==> src/rtl/cdb_arbiter_pkg.sv <==
`default_nettype none
// ============================================================================
// Module   : cdb_arbiter_pkg
// Brief    : Shared types and defaults for the CDB arbiter slice.
// Revision : 1.0 - initial release
// ============================================================================
package cdb_arbiter_pkg;

    // Default machine configuration: broadcast lanes and FU result ports.
    localparam int NUM_CDB_DEF   = 2;
    localparam int FUNC_UNIT_NUM = 8;

    // Result payload broadcast on every CDB lane.
    typedef struct packed {
        logic [6:0]  dest_prf;
        logic [5:0]  rob_entry;
        logic [31:0] value;
        logic [17:0] branch_address;
        logic        value_valid;
    } CDB_PACKET;

    localparam int CDB_PKT_W = $bits(CDB_PACKET);
    localparam int CDB_SRC_W = $clog2(FUNC_UNIT_NUM);

    // Index of the functional unit that produced a lane's result.
    typedef logic [CDB_SRC_W-1:0] cdb_src_t;

endpackage : cdb_arbiter_pkg
`default_nettype wire

==> src/rtl/cdb_arbiter_rr_multi_grant.sv <==
`default_nettype none
// ============================================================================
// Module   : rr_multi_grant
// Brief    : Combinational rotating-priority selector issuing up to NUM_CDB
//            one-hot grants. Requests are rotated so rr_ptr sits at bit 0,
//            the lowest set bits are peeled off one per lane, and each grant
//            is rotated back into source order.
// Revision : 1.0 - initial release
// ============================================================================
module rr_multi_grant #(
    parameter int NUM_SRC = 8,
    parameter int NUM_CDB = 2,
    parameter int IDX_W   = $clog2(NUM_SRC)
) (
    input  logic [NUM_SRC-1:0]         i_req,
    input  logic [IDX_W-1:0]           i_rr_ptr,
    output logic [NUM_CDB*NUM_SRC-1:0] o_grant,
    output logic                       o_any,
    output logic [IDX_W-1:0]           o_last_idx
);

    logic [2*NUM_SRC-1:0] w_req_dbl;
    logic [NUM_SRC-1:0]   w_rot;
    logic [NUM_SRC-1:0]   w_rem;
    logic [NUM_SRC-1:0]   w_rot_grant [NUM_CDB];
    logic [2*NUM_SRC-1:0] w_ungr_dbl  [NUM_CDB];
    logic [IDX_W-1:0]     w_last_pos;
    logic [IDX_W:0]       w_sum;

    // Rotate requests right so the highest-priority source lands on bit 0.
    assign w_req_dbl = {i_req, i_req} >> i_rr_ptr;
    assign w_rot     = w_req_dbl[NUM_SRC-1:0];

    // Peel off the lowest remaining request for each lane in turn; later
    // lanes are further along the scan, so the last hit is the last grant.
    always_comb begin
        w_rem      = w_rot;
        w_last_pos = '0;
        for (int k = 0; k < NUM_CDB; k++) begin
            w_rot_grant[k] = w_rem & (~w_rem + NUM_SRC'(1));
            w_rem          = w_rem & ~w_rot_grant[k];
            for (int j = 0; j < NUM_SRC; j++) begin
                if (w_rot_grant[k][j]) begin
                    w_last_pos = IDX_W'(j);
                end
            end
        end
    end

    // Rotate each lane's grant back into source numbering.
    generate
        for (genvar k = 0; k < NUM_CDB; k++) begin : g_lane
            assign w_ungr_dbl[k] = {w_rot_grant[k], w_rot_grant[k]} << i_rr_ptr;
            assign o_grant[k*NUM_SRC +: NUM_SRC] = w_ungr_dbl[k][2*NUM_SRC-1:NUM_SRC];
        end
    endgenerate

    assign o_any = |w_rot_grant[0];

    // Map the last rotated position back to a source index, modulo NUM_SRC.
    assign w_sum      = {1'b0, i_rr_ptr} + {1'b0, w_last_pos};
    assign o_last_idx = (w_sum >= (IDX_W+1)'(NUM_SRC)) ? IDX_W'(w_sum - (IDX_W+1)'(NUM_SRC))
                                                        : w_sum[IDX_W-1:0];

endmodule : rr_multi_grant
`default_nettype wire

==> src/rtl/cdb_arbiter.sv <==
`default_nettype none
// ============================================================================
// Module   : cdb_arbiter
// Brief    : Buffered arbiter from FU result ports onto NUM_CDB registered
//            broadcast lanes. Each source owns one holding entry; occupied
//            entries compete under rotating priority so no unit starves.
// Revision : 1.0 - initial release
// ============================================================================
module cdb_arbiter
    import cdb_arbiter_pkg::*;
#(
    parameter int NUM_SRC = FUNC_UNIT_NUM,
    parameter int NUM_CDB = NUM_CDB_DEF,
    parameter int PKT_W   = CDB_PKT_W,
    parameter int BYPASS  = 0,
    parameter int CNT_W   = 16
) (
    input  logic                               i_clock,
    input  logic                               i_reset,
    input  logic                               i_nuke,
    input  logic [NUM_SRC-1:0]                 i_fu_valid,
    input  logic [NUM_SRC*PKT_W-1:0]           i_fu_packet,
    output logic [NUM_SRC-1:0]                 o_src_ready,
    output logic [NUM_CDB-1:0]                 o_cdb_valid,
    output logic [NUM_CDB*PKT_W-1:0]           o_cdb_packet,
    output logic [NUM_CDB*$clog2(NUM_SRC)-1:0] o_cdb_src,
    output logic [CNT_W-1:0]                   o_contention_cnt
);

    localparam int   IDX_W       = $clog2(NUM_SRC);
    localparam int   POP_W       = $clog2(NUM_SRC + 1);
    localparam logic c_BYPASS_EN = (BYPASS != 0);

    logic [NUM_SRC-1:0]         r_hv;
    logic [PKT_W-1:0]           r_hp [NUM_SRC];
    logic [IDX_W-1:0]           r_rr;
    logic [NUM_CDB-1:0]         r_cv;
    logic [NUM_CDB*PKT_W-1:0]   r_cp;
    logic [NUM_CDB*IDX_W-1:0]   r_cs;
    logic [CNT_W-1:0]           r_cnt;

    logic                       w_block;
    logic [NUM_SRC-1:0]         w_cand;
    logic [NUM_SRC-1:0]         w_req;
    logic [PKT_W-1:0]           w_cand_pkt [NUM_SRC];
    logic [NUM_CDB*NUM_SRC-1:0] w_grant;
    logic                       w_any;
    logic [IDX_W-1:0]           w_last;
    logic [IDX_W-1:0]           w_next_rr;
    logic [NUM_SRC-1:0]         w_grant_or;
    logic [NUM_SRC-1:0]         w_ready;
    logic [NUM_SRC-1:0]         w_accept;
    logic [NUM_SRC-1:0]         w_bypass_grant;
    logic [NUM_SRC-1:0]         w_load;
    logic [NUM_SRC-1:0]         w_hv_next;
    logic [NUM_CDB-1:0]         w_lane_valid;
    logic [PKT_W-1:0]           w_lane_pkt [NUM_CDB];
    logic [IDX_W-1:0]           w_lane_src [NUM_CDB];
    logic [POP_W-1:0]           w_pop;
    logic                       w_contend;

    // Reset and squash both freeze acceptance and arbitration for the cycle.
    assign w_block = i_reset | i_nuke;

    // An empty slot may present its incoming packet directly when bypass is on.
    assign w_cand = r_hv | ({NUM_SRC{c_BYPASS_EN}} & i_fu_valid & ~r_hv);
    assign w_req  = {NUM_SRC{~w_block}} & w_cand;

    generate
        for (genvar i = 0; i < NUM_SRC; i++) begin : g_cand_pkt
            assign w_cand_pkt[i] = r_hv[i] ? r_hp[i] : i_fu_packet[i*PKT_W +: PKT_W];
        end
    endgenerate

    rr_multi_grant #(
        .NUM_SRC (NUM_SRC),
        .NUM_CDB (NUM_CDB),
        .IDX_W   (IDX_W)
    ) u_grant (
        .i_req      (w_req),
        .i_rr_ptr   (r_rr),
        .o_grant    (w_grant),
        .o_any      (w_any),
        .o_last_idx (w_last)
    );

    assign w_next_rr = (w_last == IDX_W'(NUM_SRC - 1)) ? '0 : w_last + IDX_W'(1);

    // Collapse per-lane grants and steer each winner's payload and index onto its lane.
    always_comb begin
        w_grant_or = '0;
        for (int k = 0; k < NUM_CDB; k++) begin
            w_lane_valid[k] = |w_grant[k*NUM_SRC +: NUM_SRC];
            w_lane_pkt[k]   = '0;
            w_lane_src[k]   = '0;
            for (int i = 0; i < NUM_SRC; i++) begin
                if (w_grant[k*NUM_SRC + i]) begin
                    w_lane_pkt[k] = w_lane_pkt[k] | w_cand_pkt[i];
                    w_lane_src[k] = w_lane_src[k] | IDX_W'(i);
                end
            end
            w_grant_or = w_grant_or | w_grant[k*NUM_SRC +: NUM_SRC];
        end
    end

    // A slot can take a new packet when empty or when draining this cycle.
    assign w_ready        = {NUM_SRC{~w_block}} & (~r_hv | w_grant_or);
    assign w_accept       = i_fu_valid & w_ready;
    assign w_bypass_grant = w_grant_or & ~r_hv;
    assign w_load         = w_accept & ~w_bypass_grant;
    assign w_hv_next      = w_load | (r_hv & ~w_grant_or);

    // Count candidates to detect cycles with more contenders than lanes.
    always_comb begin
        w_pop = '0;
        for (int i = 0; i < NUM_SRC; i++) begin
            w_pop = w_pop + POP_W'(w_cand[i]);
        end
    end
    assign w_contend = (w_pop > POP_W'(NUM_CDB));

    // Control state, lane registers and the contention counter.
    always_ff @(posedge i_clock) begin
        if (i_reset) begin
            r_hv  <= '0;
            r_rr  <= '0;
            r_cv  <= '0;
            r_cp  <= '0;
            r_cs  <= '0;
            r_cnt <= '0;
        end else begin
            if (w_contend && (r_cnt != {CNT_W{1'b1}})) begin
                r_cnt <= r_cnt + CNT_W'(1);
            end
            if (i_nuke) begin
                r_hv <= '0;
                r_cv <= '0;
                r_rr <= '0;
            end else begin
                r_hv <= w_hv_next;
                r_cv <= w_lane_valid;
                for (int k = 0; k < NUM_CDB; k++) begin
                    if (w_lane_valid[k]) begin
                        r_cp[k*PKT_W +: PKT_W] <= w_lane_pkt[k];
                        r_cs[k*IDX_W +: IDX_W] <= w_lane_src[k];
                    end
                end
                if (w_any) begin
                    r_rr <= w_next_rr;
                end
            end
        end
    end

    // Holding payloads need no reset; their valid bits gate every use.
    always_ff @(posedge i_clock) begin
        for (int i = 0; i < NUM_SRC; i++) begin
            if (w_load[i]) begin
                r_hp[i] <= i_fu_packet[i*PKT_W +: PKT_W];
            end
        end
    end

    assign o_src_ready      = w_ready;
    assign o_cdb_valid      = r_cv;
    assign o_cdb_packet     = r_cp;
    assign o_cdb_src        = r_cs;
    assign o_contention_cnt = r_cnt;

endmodule : cdb_arbiter
`default_nettype wire

==> config.mk <==
export PLATFORM = sky130hd
export DESIGN_NAME = cdb_arbiter
export DESIGN_NICKNAME = d
export VERILOG_FILES = /design/src/rtl/cdb_arbiter_pkg.sv /design/src/rtl/cdb_arbiter_rr_multi_grant.sv /design/src/rtl/cdb_arbiter.sv
export SDC_FILE = /design/constraint.sdc
export NUM_CORES = 1
export LEC_CHECK = 0
export ABC_AREA = 1
export CORE_ASPECT_RATIO = 2
export CORE_MARGIN = 2
export CORE_UTILIZATION = 24
export DETAILED_ROUTE_END_ITERATION = 8
export PLACE_DENSITY = 0.48
export REMOVE_ABC_BUFFERS = 1
export SYNTH_ARGS = -nofsm -noshare
export SYNTH_HDL_FRONTEND = slang
export SYNTH_SLANG_ARGS = --single-unit
==> constraint.sdc <==
create_clock -name i_clock -period 10 [get_ports i_clock]
set_input_delay 1 -clock i_clock [delete_from_list [all_inputs] [get_ports i_clock]]
set_output_delay 1 -clock i_clock [all_outputs]
set_load 0.03 [all_outputs]
==> results.py <==
metrics = {
    "status": {
        "outcome": "complete, no violations",
    },
    "floorplanning": {
        "initial_core_util_pct": 24.09,
        "fp.dieH_um": 570.9,
        "coreArea_um2": 160100,
        "dieArea_um2": 164100,
        "fp.dieW_um": 287.4,
        "pin_count": 683,
        "std_cell_rows": 208,
    },
    "drt": {
        "final_antenna_net_count": 0,
        "wl_met2_mm": 109.3,
        "wl_met3_mm": 17.66,
        "drc": 0,
        "viasPerCell": 5.050,
        "drt-initial-drc-count": 3557,
        "top_layer": "met5",
        "wl_per_cell_um": 28.70,
        "vias": 39520,
        "wirelength_mm": 224.6,
        "met1_length_mm": 85.58,
        "drtPass1Iterations": 6,
    },
    "critical_path": {
        "regToRegSetupSlack_ns": 3.62,
        "crit_type": "flip-flop to output port",
        "rr_worst_depth": 20,
        "start_kind": "flip-flop",
        "worstPathMaxFanout": 37,
        "r2r-start": "r_rr[1]$_SDFFE_PP0P_",
        "worstPathRequired_ns": 9.00,
        "r2r-end": "o_cdb_src[4]$_SDFFE_PP0P_",
        "endpoint_kind": "output port",
        "crit_arrival_ns": 6.04,
    },
    "sta": {
        "finalHoldViolCount": 0,
        "setup_violations": 0,
        "max_freq_mhz": 142.0,
        "tightest_slew_ns": 1.259,
        "fin_crit_ns": 7.040,
        "timing.final.max_slew_violations": 0,
        "period_share_pct": 70.40,
        "clock_skew_ns": 0.02966,
        "max-slew-margin-rel_pct": 15.93,
        "rsz0062_at_grt": "no",
        "hold_ws_ns": 0.5089,
        "fin_setup_tns_ns": 0,
    },
    "logic_synthesis": {
        "synth_top_family_by_area": "simple AND/OR/NAND/NOR gates",
        "synth_compound_area_share_pct": 0.8891,
        "synth-simple-area-share_pct": 40.20,
        "ys_seq_elements": 675,
        "synthMuxAreaShare_pct": 3.764,
        "synth_cell_types": 42,
        "synth_fa_ha_area_share_pct": 0.4543,
        "yosys.area_share.xor_xnor_pct": 0.06814,
        "syn_avg_cell_area_um2": 7.455,
        "synthTopCellsByArea": "edfxtp_1 (40%), nand2_1 (22%), nand3_1 (12%)",
        "synth_cells": 5172,
        "ys_warn_count": 0,
        "yosysTopAreaCell": "edfxtp_1",
        "syn_area_um2": 38560,
        "ys_seq_area_share_pct": 48.34,
        "yosysTopAreaCellShare_pct": 39.87,
    },
    "power": {
        "power.density_nw_per_um2": 265.5,
        "power.leakage_nw": 21.43,
        "peakVddDrop_mv": 0.1465,
    },
    "global_route": {
        "grt_pass1_wl_mm": 304.8,
        "grt_pass1_vias": 39240,
        "grt_usage_pct": 26.48,
        "grt-ovfl-total": 0,
        "antenna_found_initial": 33,
        "grt_start_max_net_pins": 78,
    },
    "run": {
        "max_cap_violations": 0,
    },
    "place": {
        "gp_congestion": 0.8901,
        "io_buffers": 682,
        "dp_hpwl_mm": 151.6,
    },
    "hold_path": {
        "hold-path-endpoint": "o_contention_cnt[0]$_SDFFE_PP0P_",
        "whs_path_depth": 1,
        "min_from": "o_contention_cnt[0]$_SDFFE_PP0P_",
        "hold_class": "flip-flop to flip-flop",
    },
    "clock_tree": {
        "max-clock-path-buffers": 3,
        "cts_tree": "built",
        "clk_pin_slew_worst_paths_ns": 0.07,
        "htreeDepth": 3,
        "cts_setup_buffers": 0,
        "post_cts_resize_count": 0,
        "insertion_delay_ns": 0.66,
        "cts_root_buffer": "clkbuf_16",
        "numCtsBuffers": 73,
        "hold_buffers": 0,
        "clock_sinks": 675,
    },
    "final_layout": {
        "finalNetCount": 6187,
        "area_growth_syn_to_layout_pct": 28.67,
        "drive_gt1_share_pct": 6.881,
    },
}
[report_power, final]
| group | total (mW) | switching, mW | internal, mW |
|---|---|---|---|
| Clock | 2.78 | 1.27 | 1.51 |
| Sequential | 3.70 | 0.323 | 3.38 |
| Combinational | 6.69 | 4.75 | 1.94 |
[cell usage after synthesis (all sizes together)]
cell type and n:
a211oi 2, a21oi 29, a31oi 1, and2 2
and3 1, buf 218, clkbuf 128, clkinv 1
dfxtp 163, edfxtp 512, fa 5, ha 6
inv 208, mux2 128, mux2i 1, nand2 2304
nand3 960, nand3b 32, nand4 6, nor2 411
nor3 12, nor3b 1, nor4 3, o211ai 1
o21a 1, o21ai 29, o21bai 1, o221ai 1
or2 2, xnor2 1, xor2 2
[kinds of logic after synthesis]
group | count (synthesis)
xor gates and xnor gates | 3
buffers and inverters | 555
and+or+nand+nor | 3734
AOI/OAI and AO/OA | 65
muxes | 129
DFF | 675
adders and majority gates | 11
[registers in the layout, summed over array words and instances (netlist names)]
register          count
o_cdb_packet        128
r_hv                  8
r_hp                512
o_cdb_src             6
o_contention_cnt     16
r_rr                  3
o_cdb_valid           2
[final cells by class]
cell class | instances | area, um^2
Fill cell | 17200 | 110400
Sequential cell | 675 | 18670
Multi-Input combinational cell | 3942 | 17810
Timing Repair Buffer | 752 | 7365
Tap cell | 2100 | 2628
Clock buffer | 101 | 2036
Inverter | 209 | 809.5
Clock inverter | 32 | 261.5
Antenna cell | 13 | 32.53
[worst max-delay path: stages, from the launching register on]
cell             delay [ns]
dfxtp_1                1.15
inv_2                  0.60
nand3_1                0.27
nand3_1                0.09
nand2_1                0.26
nor2_4                 0.10
nand2_1                0.19
nand2_2                0.12
nor2_1                 0.30
nand2_1                0.12
o211ai_1               0.13
nand2_1                0.17
nand2_4                0.51
nand2_1                0.21
nand3_1                0.15
inv_1                  0.08
nor2_1                 0.18
clkdlybuf4s50_1        0.72
[per-stage QoR]
step | total power [mW] | util (%) | worst slack, ns | area, um^2 | instances
after floorplan | 7.277 | - | 0.4738 | 36920 | 4826
after detailed placement | 10.35 | 29.54 | 3.065 | 47280 | 7678
after CTS | 13.14 | 30.98 | 2.877 | 49580 | 7811
final | 13.17 | 31.00 | 2.960 | 49610 | 7824
after global placement | 10.37 | 29.54 | 3.086 | 47280 | 7678
after global routing | 13.77 | 30.99 | 2.678 | 49600 | 7818
[worst max path at each step]
| stage | start | end | slack (ns) |
|---|---|---|---|
| floorplan | r_hv[0]$_SDFF_PP0_ | r_hp[0][128]$_DFFE_PP_ | 0.47 |
| global placement | i_reset | o_src_ready[6] | 3.09 |
| detailed placement | i_reset | o_cdb_src[5]$_SDFFE_PP0P_ | 3.06 |
| CTS | r_rr[1]$_SDFFE_PP0P_ | o_src_ready[6] | 2.88 |
| global route | r_rr[1]$_SDFFE_PP0P_ | o_src_ready[6] | 2.68 |
| finish | r_rr[1]$_SDFFE_PP0P_ | o_src_ready[6] | 2.96 |
[cells in the final DEF, fill, tap and decap left out, drive strengths merged, types with 3 or more instances in the layout]
master            n
nand4             6
diode            13
clkinvlp          4
nor2            411
nand3           960
clkinv           24
dfxtp           163
o21ai            29
edfxtp          512
mux2            128
fa                5
nor4              3
buf              70
ha                6
nor3             12
a21oi            29
nand3b           32
clkdlybuf4s50   682
nand2          2304
bufinv            3
inv             210
clkbuf          101
[metal layers]
layer | track usage, % | up-vias
met3 | 4.561 | 582
met2 | 45.96 | 2367
met1 | 31.30 | 18750
met5 | 0 | -
met4 | 12.87 | 6
li1 | - | 17810
Power figures use the tool's default switching activity.
